$ cat config.mk
export PLATFORM = sky130hd
export DESIGN_NAME = bram_stream_reader
export DESIGN_NICKNAME = d
export VERILOG_FILES = /design/src/rtl/bram_stream_reader.sv
export SDC_FILE = /design/constraint.sdc
export NUM_CORES = 1
export LEC_CHECK = 0
export ABC_AREA = 1
export BUFFER_PORTS_ARGS = -buffer_cell sky130_fd_sc_hd__buf_2
export CORE_ASPECT_RATIO = 1.25
export CORE_UTILIZATION = 54
export DETAILED_ROUTE_END_ITERATION = 10
export GPL_ROUTABILITY_DRIVEN = 0
export PLACE_DENSITY = 0.78
export SLEW_MARGIN = 15
export SYNTH_ARGS = -nofsm -noshare
export SYNTH_HDL_FRONTEND = slang
export SYNTH_SLANG_ARGS = --single-unit
$ cat constraint.sdc
create_clock -name clk -period 2.06 [get_ports clk]
set_input_delay 0.206 -clock clk [delete_from_list [all_inputs] [get_ports clk]]
set_output_delay 0.206 -clock clk [all_outputs]
set_load 0.01 [all_outputs]
$ cat src/rtl/bram_stream_reader.sv
// Streams LENGTH words from a 1-cycle-latency block RAM, starting at BASE_ADDR and wrapping
// around the address space, onto a valid/ready stream through a 2-entry skid FIFO.
module bram_stream_reader #(
  parameter int DATA_WIDTH = 8,
  parameter int ADDR_WIDTH = 2
) (
  input  logic                  clk,
  input  logic                  reset_n,
  input  logic                  start,
  input  logic [ADDR_WIDTH-1:0] base_addr,
  input  logic [ADDR_WIDTH:0]   length,
  output logic                  busy,
  output logic                  done,
  output logic [ADDR_WIDTH-1:0] r_addr,
  input  logic [DATA_WIDTH-1:0] r_data,
  output logic [DATA_WIDTH-1:0] m_data,
  output logic                  m_valid,
  input  logic                  m_ready,
  output logic                  m_last
);

  localparam logic [ADDR_WIDTH:0] MAX_LEN = {1'b1, {ADDR_WIDTH{1'b0}}};

  typedef enum logic [1:0] {S_IDLE, S_RUN, S_DRAIN} state_e;

  state_e                  state_q, state_d;
  logic [ADDR_WIDTH-1:0]   addr_q, addr_d;
  logic [ADDR_WIDTH:0]     remain_q, remain_d;
  logic                    done_q, done_d;
  logic                    inflight_q, inflight_last_q;
  logic [DATA_WIDTH-1:0]   fifo_data_q [2];
  logic                    fifo_last_q [2];
  logic                    wr_ptr_q, rd_ptr_q;
  logic [1:0]              count_q, count_d;
  logic                    rd_en, last_issue, push, pop, credit_ok;

  assign m_valid = (count_q != 2'd0);
  assign m_data  = fifo_data_q[rd_ptr_q];
  assign m_last  = m_valid & fifo_last_q[rd_ptr_q];
  assign busy    = (state_q != S_IDLE);
  assign done    = done_q;
  assign r_addr  = addr_q;

  assign push = inflight_q;
  assign pop  = m_valid & m_ready;
  // A new read may only be issued if its word is guaranteed a FIFO slot when it lands.
  assign credit_ok = ({1'b0, count_q} + {2'b00, inflight_q}) < (3'd2 + {2'b00, pop});

  always_comb begin
    state_d    = state_q;
    addr_d     = addr_q;
    remain_d   = remain_q;
    done_d     = 1'b0;
    rd_en      = 1'b0;
    last_issue = 1'b0;
    case (state_q)
      S_IDLE: begin
        if (start) begin
          if (length == '0) begin
            done_d = 1'b1;
          end else begin
            state_d  = S_RUN;
            addr_d   = base_addr;
            remain_d = (length > MAX_LEN) ? MAX_LEN : length;
          end
        end
      end
      S_RUN: begin
        if (credit_ok) begin
          rd_en    = 1'b1;
          addr_d   = addr_q + 1'b1;
          remain_d = remain_q - 1'b1;
          if (remain_q == (ADDR_WIDTH+1)'(1)) begin
            last_issue = 1'b1;
            state_d    = S_DRAIN;
          end
        end
      end
      S_DRAIN: begin
        if (pop && fifo_last_q[rd_ptr_q]) begin
          state_d = S_IDLE;
          done_d  = 1'b1;
        end
      end
      default: state_d = S_IDLE;
    endcase
  end

  always_comb begin
    count_d = count_q;
    case ({push, pop})
      2'b10:   count_d = count_q + 2'd1;
      2'b01:   count_d = count_q - 2'd1;
      default: count_d = count_q;
    endcase
  end

  always_ff @(posedge clk or negedge reset_n) begin
    if (!reset_n) begin
      state_q         <= S_IDLE;
      addr_q          <= '0;
      remain_q        <= '0;
      done_q          <= 1'b0;
      inflight_q      <= 1'b0;
      inflight_last_q <= 1'b0;
      wr_ptr_q        <= 1'b0;
      rd_ptr_q        <= 1'b0;
      count_q         <= 2'd0;
      for (int i = 0; i < 2; i++) begin
        fifo_data_q[i] <= '0;
        fifo_last_q[i] <= 1'b0;
      end
    end else begin
      state_q         <= state_d;
      addr_q          <= addr_d;
      remain_q        <= remain_d;
      done_q          <= done_d;
      inflight_q      <= rd_en;
      inflight_last_q <= last_issue;
      count_q         <= count_d;
      if (push) begin
        fifo_data_q[wr_ptr_q] <= r_data;
        fifo_last_q[wr_ptr_q] <= inflight_last_q;
        wr_ptr_q              <= ~wr_ptr_q;
      end
      if (pop) begin
        rd_ptr_q <= ~rd_ptr_q;
      end
    end
  end

endmodule

== Word-level counts from Yosys, hierarchy flattened ==
Cells that the tools add are included.

* Output and inout bits: 14
* Bits in registers: 32
* Logic and storage cells: 87

* Reductions and logical operators: 10
* Eq/ne operators: 10
* Mux-type cells: 37
* $add $sub $neg: 6
* Bitwise operators: 6
* $lt $le $gt $ge: 5

{| class="wikitable"
|+ Operators by type and width
! operator !! count
|-
| $mux W8 || 4
|-
| $bwmux W16 || 1
|-
| $mux W2 || 8
|-
| $mux W1 || 12
|-
| $mux W3 || 4
|-
| $ne A2 B2 Y1 const B || 5
|-
| $demux W8 S1 || 1
|-
| $pmux W2 S2 || 2
|-
| $reduce_bool A2 Y1 || 4
|-
| $pmux W2 S3 || 1
|-
| $pmux W3 S2 || 1
|-
| $reduce_and A5 Y1 || 1
|-
| $add A2 B1 Y2 const B || 2
|-
| $eq A2 B1 Y1 const B || 2
|-
| $eq A2 B2 Y1 const B || 2
|-
| $ge A2 B2 Y1 const B || 2
|-
| $not A1 Y2 || 2
|-
| $reduce_and A4 Y1 || 1
|-
| $add A2 B1 Y3 || 1
|-
| $add A2 B1 Y3 const A || 1
|-
| $eq A3 B1 Y1 const B || 1
|-
| $gt A3 B3 Y1 const B || 1
|-
| $logic_not A3 Y1 || 1
|-
| $lt A3 B3 Y1 || 1
|-
| other kinds (10) || 13
|}

== Depth between registers and ports, before layout ==
Gate-level depths: netlist of the first run.

* Word-level depth: 7
* Depth in mapped cells: 9
* Depth with buffers taken out: 9

== Worst setup path after synthesis of the first run ==
Ideal clock, no wire load.

* Path type: flip-flop to flip-flop
* Start point: register count_q[0]
* End point: register count_q[1]
* Data arrival time: 1.318 ns
* Setup slack: 0.611 ns
* Cell stages (with the launch flop): 7
* Period minus slack after synthesis: 1.449 ns
* Path buffers: 0
* Required time: 1.929 ns
* Path through: dfrtp_1 nor2_1 nor2_4 ha_1 a21oi_1 o21ai_0 xor2_1

* Longest elaborated chain between the ends: 4

{| class="wikitable"
|+ Ends and longest elaborated chain
! item !! line !! source
|-
| start: declaration || 34 || <nowiki>logic [1:0] count_q, count_d;</nowiki>
|-
| start signal: assignment || 120 || <nowiki>count_q <= count_d;</nowiki>
|-
| $reduce_bool A2 Y1 (*) || 37 || <nowiki>assign m_valid = (count_q != 2'd0);</nowiki>
|-
| $and A1 B1 Y1 (*) || 45 || <nowiki>assign pop = m_valid & m_ready;</nowiki>
|-
| net pop || 35 || <nowiki>logic rd_en, last_issue, push, pop, credit_ok;</nowiki>
|-
| $eq A2 B1 Y1 or $eq A2 B2 Y1 (tied branches) || 91 || <nowiki>case ({push, pop})</nowiki>
|-
| $pmux W2 S2 or $reduce_bool A2 Y1 (tied branches) || n/a ||
|}

Mark *: on every way through the listed nets, which the timed path passes. The rest lies on a longest branch.
A chain may end at the register's enable or synchronous reset.

== Final worst setup path of the first run ==
Same ends and word-level chain as after synthesis.

==> results.txt, run 1 <==
RR Endpoint -> count_q[1]
Layout cells sized above 1 -> 21.2%
Worst Path Required -> 2.27 ns
Sequential-to-total area share from yosys stat -> 49.4%
PortBufs -> 30
Setup Skew -> 0.00728 ns
Final worst-path cycle share -> 77.3%
Synthesized cell area -> 1620 µm²
GRT Resource Usage Total -> 22.8%
Setup_tns -> 0 ns
DRT Pass-1 Iters -> 4
Antenna Cells -> 0
Synth warn -> 0
Worst slew margin -> 54.3%
Clock root buffer -> clkbuf_4
Initial Utilization -> 58.8%
Minimum clock period -> 1.59 ns
Hold Path Sink -> fifo_data_q[0]
# DRC -> 0
Clk Latency, worst-skew pair -> 0.33 ns
Area occupied by multi-input gates -> 694 µm²
Core ar. -> 2760 µm²
Status -> complete, no violations
Fill cell count -> 253
Post_cts resized -> 0
First-pass GRT wire length -> 5540 µm
Slew @ Worst Pin -> 0.685 ns
Synth Instances -> 196
Most common cell after layout, fill and taps aside -> nand2_1
HP Start -> r_data[0]
Fmax -> 628 MHz
Avg Vias per Cell -> 5.12
Yosys cell types -> 28
Final setup vio count -> 0
Clk pin slew, worst setup/hold paths -> 0.09 ns
Most frequent cells in the layout -> nand2_1 (68), dfrtp_1 (32), buf_2 (30)
Synth top area cells -> dfrtp_1 (49%), nand2_1 (16%), o21ai_0 (5.9%)
Syn avg cell area -> 8.27 µm²
Hold path depth -> 3
Crit. End Element -> flop
Pins over their slew limit -> 0
WL final -> 3040 µm
Post-DP HPWL -> 2260 µm
DRT antenna net count -> 0
Die height -> 63.3 µm
Seq cells post-synth -> 32
Max VDD drop -> 1.24 mV
Fin nets -> 252
Final Hold Viols -> 0
RSZ-0062 raised after global routing -> no
Synth area leader -> dfrtp_1
Pin count of the biggest net entering global routing -> 33
Die X -> 51.0 µm
Crit path kind -> reg -> reg
Reg2reg path depth -> 6
Power Density -> 1600 nW/µm²
Die Footprint -> 3230 µm²
Hold crit path type -> in -> reg
Max Cap Viol -> 0
Vias in the first global route -> 1,332
Htree depth -> 2
Syn nets -> 218
Leak pwr -> 1.03 nW
R2R setup slack -> 0.47 ns
Yosys top cell area share -> 49.4%
CP Cell Sequence -> nor2_1, nor2_4, ha_1, a21oi_1, o21ai_0, xor2_1
CTS tree -> done
Reg-to-Reg Start -> count_q[0]
# IOs -> 31
Critical Path AT -> 1.80 ns
Crit path max-delay family -> flip-flops
CTS max path bufs -> 2
Initial DRC Count -> 32
Fin area -> 1860 µm²
Max incr delay on CP -> 0.46 ns
Reg area -> 801 µm²
Worst Path Buf+Inv -> 0
Cell Area, Placed -> 1790 µm²
Largest fanout on the critical path -> 6
Total number of vias -> 1,357
Synth-to-Final Area Change -> 14.6%
Total grt overflow -> 0
Inserted Clock Buffers -> 5
Critical Path Source Type -> flop
WL/cell -> 11.5 µm
Initial antenna violation count -> 0
FP Rows -> 21
CP max stage cell -> dfrtp_1
Clock sink count -> 32
## registers in the layout (all words and copies together), names as in the netlist, 2 cells and up
signal,cells
fifo_data_q,16
remain_q,3
count_q,2
fifo_last_q,2
r_addr,2
state_q,2
## what timing repair did
item / in CTS / in global routing
endpoints found under the hold margin: 32 / 0
buffers inserted: 0 / 0
hold buffers: 1 / 0
## cell families (layout without fill, tap and decap cells)
group | Yosys count | after routing | synth area share [%]
xor+xnor | 5 | 5 | 2.70
fa+ha+maj | 5 | 5 | 3.86
flops | 32 | 32 | 49.4
compound gates | 29 | 29 | 10.8
buf+inv | 30 | 65 | 7.79
simple gates | 95 | 95 | 25.5
## power by group
part | switching, W | internal, W | total, W | leakage, nW
Sequential | 0.000219 | 0.000924 | 0.00114 | 0.399
Combinational | 0.000892 | 0.000577 | 0.00147 | 0.594
Clock | 0.000198 | 0.000168 | 0.000366 | 0.0326
Total | 0.00131 | 0.00167 | 0.00298 | 1.03
## routing by layer
metal	vias to the layer above	GRT usage, %	wire (µm)
met5	-	0	0
met4	0	8.33	51
met3	5	6.04	113
met2	32	39.8	1590
met1	635	26.1	1280
li1	685	-	-
## Yosys cell counts
| cell type | count |
|---|---|
| nand2_1 | 68 |
| dfrtp_1 | 32 |
| inv_1 | 21 |
| o21ai_0 | 19 |
| nor2_1 | 9 |
| nand4_1 | 6 |
| ha_1 | 5 |
| nand3_1 | 5 |
| inv_2 | 4 |
| o21ai_1 | 4 |
| xnor2_1 | 3 |
| buf_2 | 2 |
| nor2_4 | 2 |
| xor2_1 | 2 |
| a21oi_1 | 1 |
| a21oi_2 | 1 |
| a31oi_4 | 1 |
| buf_4 | 1 |
| buf_6 | 1 |
| clkbuf_1 | 1 |
| nand2_2 | 1 |
| nand2_4 | 1 |
| nand3_2 | 1 |
| nor3_1 | 1 |
| o21ai_2 | 1 |
| o31ai_1 | 1 |
| o32ai_1 | 1 |
| or2_1 | 1 |
## how the worst max path moves through the flow
stage,from,to,slack [ns],cells after the start
2_1_floorplan,count_q[0],count_q[1],0.61,6
3_3_place_gp,count_q[0],count_q[1],0.55,6
3_5_place_dp,count_q[0],count_q[1],0.48,6
4_1_cts,count_q[0],count_q[1],0.46,6
5_1_grt,count_q[0],count_q[1],0.32,6
6_report,count_q[0],count_q[1],0.47,6
## through the flow
stage	util (%)	worst slack [ns]	power (W)	hold slack, ns	instances
detailed placement	64.9	0.480	0.00264	0.296	256
global route	67.3	0.319	0.00329	0.120	265
floorplan	-	0.611	0.00223	-0.0896	196
finish	67.3	0.468	0.00298	0.137	265
global placement	64.9	0.555	0.00255	0.277	256
CTS	67.3	0.463	0.00301	0.124	265
## worst min-delay path: stages
cell	delay (ns)
buf_2	0.10
inv_1	0.05
o21ai_0	0.07
## area by class of cell
| class | count | share of cell area (%) |
|---|---|---|
| timing repair buffer | 32 | 9.02 |
| sequential | 32 | 43.1 |
| inverter | 25 | 5.05 |
| tap | 34 | 2.29 |
| clock buffer | 8 | 3.16 |
| multi-input combinational | 134 | 37.4 |
No activity file was read; power rests on OpenSTA's default activity.
==> run 2: changes to the inputs <==
--- a/config.mk
+++ b/config.mk
@@ -8,10 +8,10 @@
 export ABC_AREA = 1
 export BUFFER_PORTS_ARGS = -buffer_cell sky130_fd_sc_hd__buf_2
 export CORE_ASPECT_RATIO = 1.25
-export CORE_UTILIZATION = 54
+export CORE_UTILIZATION = 49
 export DETAILED_ROUTE_END_ITERATION = 10
 export GPL_ROUTABILITY_DRIVEN = 0
-export PLACE_DENSITY = 0.78
+export PLACE_DENSITY = 0.75
 export SLEW_MARGIN = 15
 export SYNTH_ARGS = -nofsm -noshare
 export SYNTH_HDL_FRONTEND = slang
==> constraint.sdc (replaced) <==
create_clock -name clk -period 1.4 [get_ports clk]
set_input_delay 0.14 -clock clk [delete_from_list [all_inputs] [get_ports clk]]
set_output_delay 0.14 -clock clk [all_outputs]
set_load 0.01 [all_outputs]
==> results.txt, run 2 (synthesis results as in run 1) <==
# IOs -> 31 (unchanged)
Critical Path Source Type -> flop
Final setup vio count -> 2 (+2)
Die X -> 53.5 µm (+4.8%)
Failing checks -> negative setup slack
Minimum clock period -> 1.41 ns (-0.178 ns)
Biggest register -> fifo_data_q
CTS tree -> done
Setup Skew -> 0.00547 ns (-0.00181 ns)
Synth-to-Final Area Change -> 26.2%
FP Rows -> 23 (+9.5%)
Layout cells sized above 1 -> 28.5% (+7.2 points)
Reg area -> 802 µm² (+0.16%)
Largest fanout on the critical path -> 8 (+2)
Reg-to-Reg Start -> count_q[0]
Postcts setup bufs -> 0 (unchanged)
Initial Utilization -> 50.8% (-8.0 points)
Met1 Resource Use GR -> 22.4% (-3.6 points)
Power Density -> 2500 nW/µm² (+56%)
Total number of vias -> 1,338 (-1.4%)
Core ar. -> 3190 µm² (+16%)
Number of flip-flops in the largest register -> 16 (unchanged)
Hold path depth -> 3 (unchanged)
# DRC -> 0 (unchanged)
Initial antenna violation count -> 0 (unchanged)
HP Start -> r_data[4]
Pins over their slew limit -> 0 (unchanged)
Final worst-path cycle share -> 101% (+24 points)
Initial DRC Count -> 39 (+22%)
RR Endpoint -> r_addr[0]
RSZ-0062 raised after global routing -> yes
PnR worst setup slack -> -0.0138 ns (-0.482 ns)
Hold Path Sink -> fifo_data_q[12]
Fill cell count -> 272 (+7.5%)
Pwr Total -> 0.00512 W (+72%)
Antenna Cells -> 0 (unchanged)
Total grt overflow -> 0 (unchanged)
Vias in the first global route -> 1,227 (-7.9%)
Post-DP HPWL -> 2210 µm (-2.6%)
Fin Hold WS -> 0.113 ns (-0.0247 ns)
CP max stage cell -> dfrtp_2
Htree depth -> 2 (unchanged)
Met2 Use GR -> 37.0% (-2.8 points)
GRT Max-Usage Layer -> met2
Max VDD drop -> 1.61 mV (+30%)
Clock sink count -> 32 (unchanged)
GRT Resource Usage Total -> 21.3% (-1.6 points)
Fin nets -> 260 (+3.2%)
Reg2reg path depth -> 8 (+2)
Setup_tns -> -0.0173 ns (-0.0173 ns)
Max incr delay on CP -> 0.44 ns (-0.02 ns)
Fin area -> 2050 µm² (+10%)
WL final -> 3220 µm (+5.7%)
Crit path kind -> reg -> reg
Avg Vias per Cell -> 4.85 (-5.3%)
Slew @ Worst Pin -> 0.503 ns (-0.182 ns)
Inserted Clock Buffers -> 5 (unchanged)
Hold crit path type -> in -> reg
Fmax -> 707 MHz (+13%)
Final Hold Viols -> 0 (unchanged)
Max Cap Viol -> 0 (unchanged)
Clk Latency, worst-skew pair -> 0.29 ns (-0.04 ns)
Die height -> 66.3 µm (+4.8%)
CTS max path bufs -> 2 (unchanged)
Pin count of the biggest net entering global routing -> 33 (unchanged)
WL/cell -> 11.7 µm (+1.4%)
Critical Path AT -> 1.59 ns (-0.21 ns)
Fin util -> 64.1% (-3.3 points)
Die Footprint -> 3540 µm² (+9.8%)
Worst slew margin -> 66.4% (+12 points)
Area occupied by multi-input gates -> 766 µm² (+10%)
R2R setup slack -> -0.01 ns (-0.48 ns)
Clock root buffer -> clkbuf_8
Worst Path Required -> 1.58 ns (-0.69 ns)
Most frequent cells in the layout -> nand2_1 (65), dfrtp_1 (31), buf_2 (30)
DRT antenna net count -> 0 (unchanged)
Clk pin slew, worst setup/hold paths -> 0.07 ns (-0.02 ns)
CP Cell Sequence -> ha_4, ha_4, nand2_4, nand2_4, nand2_8, nand3_4, nand2_1, nand2_1
Leak pwr -> 1.08 nW (+5.6%)
M3 GR Usage -> 7.59% (+1.5 points)
First-pass GRT wire length -> 5260 µm (-5.0%)
Top flop regs -> fifo_data_q x16, remain_q x3
Most common cell after layout, fill and taps aside -> nand2_1
DRT Pass-1 Iters -> 4 (unchanged)
Status -> finished, violations left
Crit. End Element -> flop
Cell Area, Placed -> 1880 µm² (+5.0%)
PortBufs -> 30 (unchanged)
-- run 2: cell type report --
cell class	instances	share of cell area, %
Multi-Input combinational cell	134	37.4
Clock inverter	3	2.08
Timing Repair Buffer	40	11.1
Sequential cell	32	39.2
Tap cell	37	2.26
Clock buffer	5	3.36
Inverter	25	4.58
-- run 2: how the worst max path moves through the flow --
stage	cells after the start	slack (ns)	end	start
3_5_place_dp	9	-0.03	state_q[0]	count_q[0]
2_1_floorplan	6	0.007	count_q[1]	count_q[1]
3_3_place_gp	9	0.01	remain_q[2]	count_q[0]
4_1_cts	6	-0.02	count_q[1]	count_q[0]
6_report	8	-0.01	r_addr[0]	count_q[0]
5_1_grt	9	-0.07	remain_q[2]	count_q[0]
-- run 2: power by group --
group          internal [W]  switching (W)
combinational       0.00107        0.00148
clock              0.000526       0.000357
sequential          0.00137       0.000327
-- run 2: metrics by stage --
step	std cells	setup slack, ns
5_1_grt	276	-0.0669
4_1_cts	276	-0.0156
3_5_place_dp	267	-0.0326
3_3_place_gp	267	0.0140
6_report	276	-0.0138
2_1_floorplan	196	0.00748
-- run 2: worst max-delay path, delay by kind of cell, from the launching register on --
family	cells	cell delay, ns
adders and majority gates	2	0.39
DFF	1	0.44
and+or+nand+nor	6	0.47
-- run 2: routing by layer --
metal / vias to the layer above / wire length, µm / part of all wire (%)
li1: 702 / - / -
met5: - / 0 / 0
met2: 29 / 1590 / 50
met4: 0 / 59 / 1.8
met1: 601 / 1440 / 45
met3: 6 / 129 / 4.0
-- run 2: repair_timing --
item / in CTS / in global routing
hold buffers: 1 / 0
endpoints found under the hold margin: 32 / 0
resized for setup: 4 / 7
pin swaps: 3 / 1
setup endpoints to repair: 7 / 8
==> run 3: changes to the inputs <==
--- a/config.mk
+++ b/config.mk
@@ -6,8 +6,7 @@
 export NUM_CORES = 1
 export LEC_CHECK = 0
 export ABC_AREA = 1
-export BUFFER_PORTS_ARGS = -buffer_cell sky130_fd_sc_hd__buf_2
-export CORE_ASPECT_RATIO = 1.25
+export BUFFER_PORTS_ARGS = -buffer_cell sky130_fd_sc_hd__buf_4
 export CORE_UTILIZATION = 49
 export DETAILED_ROUTE_END_ITERATION = 10
 export GPL_ROUTABILITY_DRIVEN = 0
==> results.txt, run 3 (synthesis results as in run 1) <==
Critical Path AT -> 1.67 ns (+0.08 ns)
Pins over their slew limit -> 0 (unchanged)
Most common cell after layout, fill and taps aside -> nand2_1
Inserted Clock Buffers -> 5 (unchanged)
Clock sink count -> 32 (unchanged)
Status -> finished, violations left
Worst slew margin -> 65.6% (-0.81 points)
Final worst-path cycle share -> 103% (+2.0 points)
Fill cell count -> 275 (+1.1%)
Setup Skew -> 0.0100 ns (+0.00455 ns)
# IOs -> 31 (unchanged)
DRT antenna net count -> 0 (unchanged)
DRT Pass-1 Iters -> 4 (unchanged)
FP Rows -> 20 (-13%)
WL/cell -> 11.9 µm (+2.4%)
Initial antenna violation count -> 0 (unchanged)
Post-DP HPWL -> 2220 µm (+0.85%)
Failing checks -> negative setup slack
Hold path depth -> 3 (unchanged)
Worst Path Required -> 1.63 ns (+0.05 ns)
CTS max path bufs -> 2 (unchanged)
Biggest register -> fifo_data_q
PnR worst setup slack -> -0.0418 ns (-0.0280 ns)
Crit path kind -> reg -> reg
Total number of vias -> 1,355 (+1.3%)
Die X -> 59.5 µm (+11%)
Fin nets -> 258 (-0.77%)
Most frequent cells in the layout -> nand2_1 (52), dfrtp_1 (30), buf_4 (29)
Total grt overflow -> 0 (unchanged)
Htree depth -> 2 (unchanged)
Largest fanout on the critical path -> 8 (unchanged)
Crit path max-delay family -> simple AND/OR/NAND/NOR gates
First-pass GRT wire length -> 5480 µm (+4.1%)
Fmax -> 694 MHz (-1.9%)
Vias in the first global route -> 1,253 (+2.1%)
Critical Path Source Type -> flop
Final Hold Viols -> 0 (unchanged)
Minimum clock period -> 1.44 ns (+0.0280 ns)
Crit. End Element -> flop
Post-Place Cells -> 271 (+1.5%)
Final setup vio count -> 8 (+6)
Core ar. -> 3100 µm² (-2.9%)
Cell Area, Placed -> 1940 µm² (+3.3%)
CP Depth -> 8 (unchanged)
Pin count of the biggest net entering global routing -> 33 (unchanged)
CP max stage cell -> dfrtp_2
Worst Path Buf+Inv -> 0 (unchanged)
Max incr delay on CP -> 0.46 ns (+0.02 ns)
Max Cap Viol -> 0 (unchanged)
Die height -> 59.5 µm (-10%)
Die Footprint -> 3540 µm² (about the same)
Initial DRC Count -> 73 (+87%)
Fin area -> 2180 µm² (+6.4%)
Setup_tns -> -0.233 ns (-0.215 ns)
Leak pwr -> 1.10 nW (+1.3%)
RSZ-0062 raised after global routing -> yes
Pre-CTS WS -> -0.0603 ns (-0.0278 ns)
CTS tree -> done
Avg Vias per Cell -> 4.82 (-0.53%)
Initial Utilization -> 52.3% (+1.5 points)
Final cell count without fillers -> 281 (+1.8%)
Synth-to-Final Area Change -> 34.3%
Top flop regs -> fifo_data_q x16, remain_q x3
Slew @ Worst Pin -> 0.515 ns (+0.0121 ns)
Reg2reg path depth -> 8 (unchanged)
Number of flip-flops in the largest register -> 16 (unchanged)
Hold crit path type -> in -> reg
Clock root buffer -> clkbuf_4
Layout cells sized above 1 -> 36.3% (+7.8 points)
CP Cell Sequence -> ha_4, ha_4, nand2_4, nand2_4, nand2_8, nand3_4, nand2_2, nand2_1
# DRC -> 0 (unchanged)
PortBufs -> 30 (unchanged)
Clk pin slew, worst setup/hold paths -> 0.10 ns (+0.03 ns)
WL final -> 3350 µm (+4.2%)
Max VDD drop -> 1.12 mV (-31%)
Clk Latency, worst-skew pair -> 0.33 ns (+0.04 ns)
Power Density -> 2450 nW/µm² (-2.0%)
Antenna Cells -> 0 (unchanged)
GRT Resource Usage Total -> 21.3% (+0.046 points)
==> run 3: report_power, final <==
group / internal, W / total [W] / switching (W) / leakage (nW)
registers: 0.00137 / 0.00173 / 0.000362 / 0.397
logic: 0.00140 / 0.00306 / 0.00165 / 0.669
clock network: 0.000246 / 0.000561 / 0.000315 / 0.0315
total: 0.00301 / 0.00534 / 0.00233 / 1.10
==> run 3: layout make-up <==
type	count	area, µm²	area share [%]
sequential	32	803	36.9
timing repair buffer	38	318	14.6
multi-input combinational	134	846	38.8
inverter	25	93.8	4.31
clock inverter	1	7.51	0.345
tap	44	55.1	2.53
clock buffer	7	55.1	2.53
==> run 3: metrics by stage <==
stage / hold WS (ns) / utilization (%) / total power (W)
detailed placement: 0.0963 / 62.5 / 0.00422
CTS: 0.0730 / 66.4 / 0.00492
global route: 0.0707 / 70.2 / 0.00582
finish: 0.0782 / 70.2 / 0.00534
global placement: 0.0950 / 62.5 / 0.00414
floorplan: -0.156 / - / 0.00334
==> run 3: worst register-to-register path: stages, from the launching register on <==
cell	delay, ns
dfrtp_2	0.46
ha_4	0.18
ha_4	0.22
nand2_4	0.07
nand2_4	0.07
nand2_8	0.10
nand3_4	0.10
nand2_2	0.08
nand2_1	0.05
==> run 3: repair_timing <==
action | 4_1_cts | 5_1_grt
resized for setup | 8 | 34
setup buffers | 1 | 1
endpoints found under the setup margin | 9 | 25
pin swaps | 7 | 15
hold buffers | 1 | 0
hold endpoints to repair | 32 | 0
==> run 3: final timing paths <==
kind	from	endpoint	slack [ns]
hold / removal	r_data[2]	fifo_data_q[2]	0.08
max in group asynchronous	reset_n	count_q[1]	0.81
min in group asynchronous	reset_n	remain_q[0]	0.28
setup / recovery	count_q[0]	remain_q[2]	-0.04
hold reg to reg	remain_q[1]	remain_q[1]	0.49
setup reg to reg	count_q[0]	remain_q[2]	-0.04
==> run 3: per-layer routing <==
layer  wire, µm  global-route usage (%)  up-vias  share of wire, %
met5          0                       0        -                 0
met3        107                    6.77        3               3.2
met2       1730                    34.2       27                51
met1       1500                    27.2      625                45
li1           -                       -      700                 -
met4         13                    7.64        0              0.39
